$ cat config.mk
export PLATFORM = sky130hd
export DESIGN_NAME = obstacle_scheduler
export DESIGN_NICKNAME = d
export VERILOG_FILES = /design/src/rtl/obs_sched_pkg.sv /design/src/rtl/obs_lfsr.sv /design/src/rtl/obstacle_scheduler.sv
export SDC_FILE = /design/constraint.sdc
export NUM_CORES = 1
export LEC_CHECK = 0
export ABC_AREA = 1
export BUFFER_PORTS_ARGS = -buffer_cell sky130_fd_sc_hd__buf_2
export CORE_MARGIN = 10
export CORE_UTILIZATION = 58
export DETAILED_ROUTE_END_ITERATION = 6
export PLACE_DENSITY = 0.87
export SLEW_MARGIN = 20
export SYNTH_ARGS = -nofsm -noshare
export SYNTH_HDL_FRONTEND = slang
export SYNTH_HIERARCHICAL = 1
export SYNTH_SLANG_ARGS = --single-unit
$ cat constraint.sdc
create_clock -name clk -period 2.8 [get_ports clk]
set_input_delay 0.42 -clock clk [delete_from_list [all_inputs] [get_ports clk]]
set_output_delay 0.42 -clock clk [all_outputs]
set_load 0.01 [all_outputs]
$ cat src/rtl/obs_sched_pkg.sv
// Shared types and constants for the obstacle scheduler: FSM state encoding,
// LFSR seed/taps and the next-state helper used by the LFSR sub-module.
package obs_sched_pkg;

  typedef enum logic [2:0] {
    ST_IDLE   = 3'd0,
    ST_GAP    = 3'd1,
    ST_LAUNCH = 3'd2,
    ST_ACK    = 3'd3,
    ST_RUN    = 3'd4
  } state_e;

  localparam logic [15:0] LFSR_SEED = 16'hACE1;
  // Right-shifting Fibonacci form of x^16+x^14+x^13+x^11+1: feedback from bits 0,2,3,5.
  localparam logic [15:0] LFSR_TAPS = 16'h002D;
  localparam int NUM_OBS_DEF = 3;

  function automatic logic [15:0] lfsr_next(input logic [15:0] s);
    return {^(s & LFSR_TAPS), s[15:1]};
  endfunction

endpackage

$ cat src/rtl/obs_lfsr.sv
// Free-running 16-bit pseudo-random source; advances on every clock edge,
// including while the scheduler is idle.
module obs_lfsr
  import obs_sched_pkg::*;
(
  input  logic        clk,
  input  logic        rst,
  output logic [15:0] state
);

  logic [15:0] state_q;

  always_ff @(posedge clk or posedge rst) begin
    if (rst) begin
      state_q <= LFSR_SEED;
    end else begin
      state_q <= lfsr_next(state_q);
    end
  end

  assign state = state_q;

endmodule

$ cat src/rtl/obstacle_scheduler.sv
// Launches one obstacle renderer at a time after a random scroll gap.
// Define OBS_SPEEDUP_EN to shrink the minimum gap as launches accumulate.
module obstacle_scheduler
  import obs_sched_pkg::*;
#(
  parameter int NUM_OBS       = NUM_OBS_DEF,
  parameter int GAP_MIN       = 32,
  parameter int GAP_RAND_BITS = 6,
  parameter int GAP_FLOOR     = 12,
  parameter int ACK_TIMEOUT   = 15
) (
  input  logic               clk,
  input  logic               rst,
  input  logic               move_tick,
  input  logic               game_run,
  input  logic [NUM_OBS-1:0] finish,
  output logic [NUM_OBS-1:0] start,
  output logic [1:0]         active_id,
  output logic               busy,
  output logic [7:0]         launch_cnt,
  output logic               ack_err
);

  localparam int GW = $clog2(GAP_MIN + (1 << GAP_RAND_BITS));
  localparam int AW = $clog2(ACK_TIMEOUT + 1);

  state_e                     state_q, state_d;
  logic [GW-1:0]              gap_q, gap_d;
  logic [AW-1:0]              ack_q, ack_d;
  logic [1:0]                 sel_q, sel_d;
  logic [7:0]                 cnt_q, cnt_d;
  logic                       err_q, err_d;
  logic [15:0]                lfsr_s;
  logic [15:GAP_RAND_BITS]    unused_lfsr_hi_s;
  logic [GW-1:0]              eff_min_s;
  logic [GW-1:0]              reload_s;
  logic                       fin_sel_s;

  obs_lfsr u_lfsr (
    .clk   (clk),
    .rst   (rst),
    .state (lfsr_s)
  );

  assign unused_lfsr_hi_s = lfsr_s[15:GAP_RAND_BITS];

`ifdef OBS_SPEEDUP_EN
  always_comb begin
    int shrunk;
    shrunk = GAP_MIN - int'(cnt_q >> 3);
    if (shrunk < GAP_FLOOR) begin
      eff_min_s = GW'(GAP_FLOOR);
    end else begin
      eff_min_s = GW'(shrunk);
    end
  end
`else
  assign eff_min_s = GW'(GAP_MIN);
`endif

  assign reload_s = eff_min_s + GW'(lfsr_s[GAP_RAND_BITS-1:0]);

  // Only the selected renderer's finish flag matters; start is gated by game_run
  // so dropping the run level inside LAUNCH suppresses the pulse.
  always_comb begin
    fin_sel_s = 1'b0;
    start     = '0;
    for (int i = 0; i < NUM_OBS; i++) begin
      fin_sel_s = (sel_q == 2'(i)) ? finish[i] : fin_sel_s;
      start[i]  = (sel_q == 2'(i)) && (state_q == ST_LAUNCH) && game_run;
    end
  end

  always_comb begin
    state_d = state_q;
    gap_d   = gap_q;
    ack_d   = ack_q;
    sel_d   = sel_q;
    cnt_d   = cnt_q;
    err_d   = err_q;
    if (!game_run) begin
      state_d = ST_IDLE;
    end else begin
      case (state_q)
        ST_IDLE: begin
          state_d = ST_GAP;
          gap_d   = reload_s;
        end
        ST_GAP: begin
          if (gap_q == '0) begin
            state_d = ST_LAUNCH;
            sel_d   = 2'(int'(lfsr_s[1:0]) % NUM_OBS);
          end else if (move_tick) begin
            gap_d = gap_q - GW'(1);
          end else begin
            gap_d = gap_q;
          end
        end
        ST_LAUNCH: begin
          state_d = ST_ACK;
          ack_d   = '0;
          cnt_d   = (cnt_q == 8'hFF) ? cnt_q : cnt_q + 8'd1;
        end
        ST_ACK: begin
          if (!fin_sel_s) begin
            state_d = ST_RUN;
          end else if (ack_q == AW'(ACK_TIMEOUT - 1)) begin
            state_d = ST_GAP;
            gap_d   = reload_s;
            err_d   = 1'b1;
          end else begin
            ack_d = ack_q + AW'(1);
          end
        end
        ST_RUN: begin
          if (fin_sel_s) begin
            state_d = ST_GAP;
            gap_d   = reload_s;
          end else begin
            state_d = ST_RUN;
          end
        end
        default: state_d = ST_IDLE;
      endcase
    end
  end

  always_ff @(posedge clk or posedge rst) begin
    if (rst) begin
      state_q <= ST_IDLE;
      gap_q   <= '0;
      ack_q   <= '0;
      sel_q   <= 2'd0;
      cnt_q   <= 8'd0;
      err_q   <= 1'b0;
    end else begin
      state_q <= state_d;
      gap_q   <= gap_d;
      ack_q   <= ack_d;
      sel_q   <= sel_d;
      cnt_q   <= cnt_d;
      err_q   <= err_d;
    end
  end

  assign busy       = (state_q == ST_LAUNCH) || (state_q == ST_ACK) || (state_q == ST_RUN);
  assign active_id  = sel_q;
  assign launch_cnt = cnt_q;
  assign ack_err    = err_q;

endmodule

==> impl_metrics.tcl <==
set metrics [dict create \
    post_drt_via_cell_ratio 5.12 \
    finalCritPeriodShare_pct 67.1 \
    syn_nets 257 \
    netlist_area_mm2 0.00210 \
    ys.flop_type "dfrtp_1" \
    syn_area_per_cell_um2 8.56 \
    finalWeightedCongestion 0.889 \
    min_path_type "in2async" \
    cp-endpoint "start[2]" \
    die_area_mm2 0.00642 \
    period_needed_ns 1.88 \
    cts.sink_count 41 \
    postCtsResizedCells 0 \
    die_y_um 80.1 \
    core_area_mm2 0.00342 \
    critPathRequiredTime_ns 2.38 \
    antennaDiodeCount 0 \
    critical_path.max_stage_delay_ns 0.45 \
    synth_top_area_share_pct 39.4 \
    clk_path_buf_depth 2 \
    rsz0062_at_grt "false" \
    synth.ff_latch_count 41 \
    start_util_pct 61.4 \
    crit_path_max_fanout 4 \
    wire_per_inst_um 12.6 \
    power.density_mw_per_mm2 809 \
    critPathBufInv 1 \
    drv_cap 0 \
    drc_errors 0 \
    cts-root-buf "clkbuf_4" \
    r2r_start "state_q[2]$_DFFE_PP0P_" \
    worstSetupStartpoint "state_q[0]$_DFFE_PP0P_" \
    num_rows 21 \
    path_clk_slew_ns 0.13 \
    cp.depth 4 \
    synth_cell_type_count 31 \
    finalSetupViolations 0 \
    tightest_slew_ns 0.935 \
    drt_iter0_drc 211 \
    final.fill_count 271 \
    ios 22 \
    fin_util_pct 67.9 \
    outcome "completed" \
    die_x_um 80.1 \
    grt_first_pass_wirelength_mm 7.00 \
    cts_tree "built" \
    areaGrowthSynthToFinish_pct 10.6 \
    final_antenna_net_count 0 \
    ys_seq_area_share_pct 49.4 \
    r2r_slack_ns 0.98 \
    path_class "reg2out" \
    cp_slowest_cell "dfrtp_1" \
    grt.overflow.total 0 \
    post_cts_buffers 0 \
    dp.final_hpwl_mm 3.03 \
    drive_above_1_share_pct 23.1 \
    path_delay_family "simple AND/OR/NAND/NOR gates" \
    cp-start-kind "flip-flop" \
    insertion_delay_ns 0.35 \
    num_vias 1633 \
    synthTopCellsByCount "nand2_1, dfrtp_1, inv_1" \
    arrival_ns 1.46 \
    async_flop_share_pct 100 \
    synth_edf_count 0 \
    hold_buffers 0 \
    synthesis.instances 245 \
    grt_pass1_vias 1574 \
    slew_headroom_pct 37.6 \
    r2r_end "gap_q[6]$_DFFE_PP0P_" \
    synthTopCellsByArea "dfrtp_1, nand2_1, dfstp_2, inv_1, nand3_1" \
    cp_cell_sequence "nor2_4, nand3_1, nor3_1, buf_2" \
    yosysWarnings 6 \
    fin_nets 284 \
    cts_made_buffers 5 \
    firstDrtPassIters 4 \
    max_freq_mhz 532 \
    cp-end-kind "output pin" \
    grt_antenna_before_repair 0 \
    reg2regPathDepth 8 \
    io_buffers 21 \
    grt_max_degree 26 \
    fin_skew_ns 0.0205 \
    wirelength_mm 4.02 \
    hold_viol 0 \
    htree_levels 2 \
    synth_most_common_cell "nand2_1" \
    tns_ns 0 \
    synth_area_leader_cell "dfrtp_1" \
    leakagePower_nw 1.23 \
    ir_worst_vdd_mv 0.450 \
    grtUsageTotal_pct 13.4 \
    slew_violations 0 \
]
## metrics by stage
step	area, um2	hold slack (ns)	cells	power (mW)	setup slack [ns]
3_3_place_gp	2250	0.338	311	1.52	1.15
4_1_cts	2320	0.104	319	1.88	0.876
2_1_floorplan	2100	0.328	245	1.38	1.36
5_1_grt	2320	0.125	319	2.03	0.743
6_report	2320	0.0943	319	1.88	0.921
3_5_place_dp	2250	0.344	311	1.55	1.00
## area by class of cell
cell class              instances  area [um2]  share of cell area, %
clock buffers                   7        65.1                   2.81
clock inverters                 1        5.00                  0.216
inverters                      31         116                   5.02
multi-input cells             172         933                   40.3
flip-flops and latches         41        1040                   44.7
well taps                      46        57.6                   2.48
repair buffers                 21         105                   4.53
## worst register-to-register path, delay by kind of cell (launching register included)
| family | cells | cell delay (ns) |
|---|---|---|
| simple gates | 6 | 0.81 |
| buf+inv | 2 | 0.46 |
| flops | 1 | 0.46 |
## state kept, by name, summed over array words and instances, names as in the netlist
register      flops
active_id         2
u_lfsr/state     16
ack_q             4
state_q           3
launch_cnt        8
gap_q             7
ack_err           1
## routing by layer
| metal | share of wire (%) | GRT usage [%] | vias to the layer above |
|---|---|---|---|
| met2 | 48 | 21.9 | 48 |
| li1 | - | - | 826 |
| met4 | 1.4 | 5.81 | 0 |
| met1 | 43 | 16.2 | 753 |
| met5 | 0 | 0 | - |
| met3 | 7.0 | 3.34 | 6 |
## cells by family (layout without fill, tap and decap cells)
group                      count (synthesis)  count (layout)  synth area share (%)
xor gates and xnor gates                  10              10                  4.18
DFF                                       41              41                  49.4
and+or+nand+nor                          136             136                  30.6
buffers and inverters                     32              60                  6.09
AOI/OAI and AO/OA                         21              21                  6.74
adders and majority gates                  5               5                  2.98
## report_power, final
part,internal [mW],total [mW],switching (mW)
clock network,0.146,0.324,0.179
registers,0.680,0.783,0.104
logic,0.267,0.768,0.501
total,1.09,1.88,0.783
## placed cells by master (no fill, tap or decap), drive strengths merged, types with 6 or more instances in the layout
| master | instances |
|---|---|
| xor2 | 6 |
| inv | 31 |
| o21ai | 13 |
| nand3 | 18 |
| buf | 21 |
| clkbuf | 7 |
| nor2 | 20 |
| dfrtp | 33 |
| nand2 | 87 |
| dfstp | 8 |
## how the worst min path moves through the flow
stage	startpoint	to	slack, ns	cells after the start
floorplan	rst	u_lfsr/state[12]$_DFF_PP0_	0.33	1
global placement	u_lfsr/state[12]$_DFF_PP0_	u_lfsr/state[11]$_DFF_PP1_	0.34	0
detailed placement	u_lfsr/state[14]$_DFF_PP0_	u_lfsr/state[13]$_DFF_PP1_	0.34	0
CTS	rst	u_lfsr/state[3]$_DFF_PP0_	0.10	2
global route	rst	u_lfsr/state[3]$_DFF_PP0_	0.13	2
finish	rst	u_lfsr/state[3]$_DFF_PP0_	0.09	2
No activity file was read; power rests on OpenSTA's default activity.
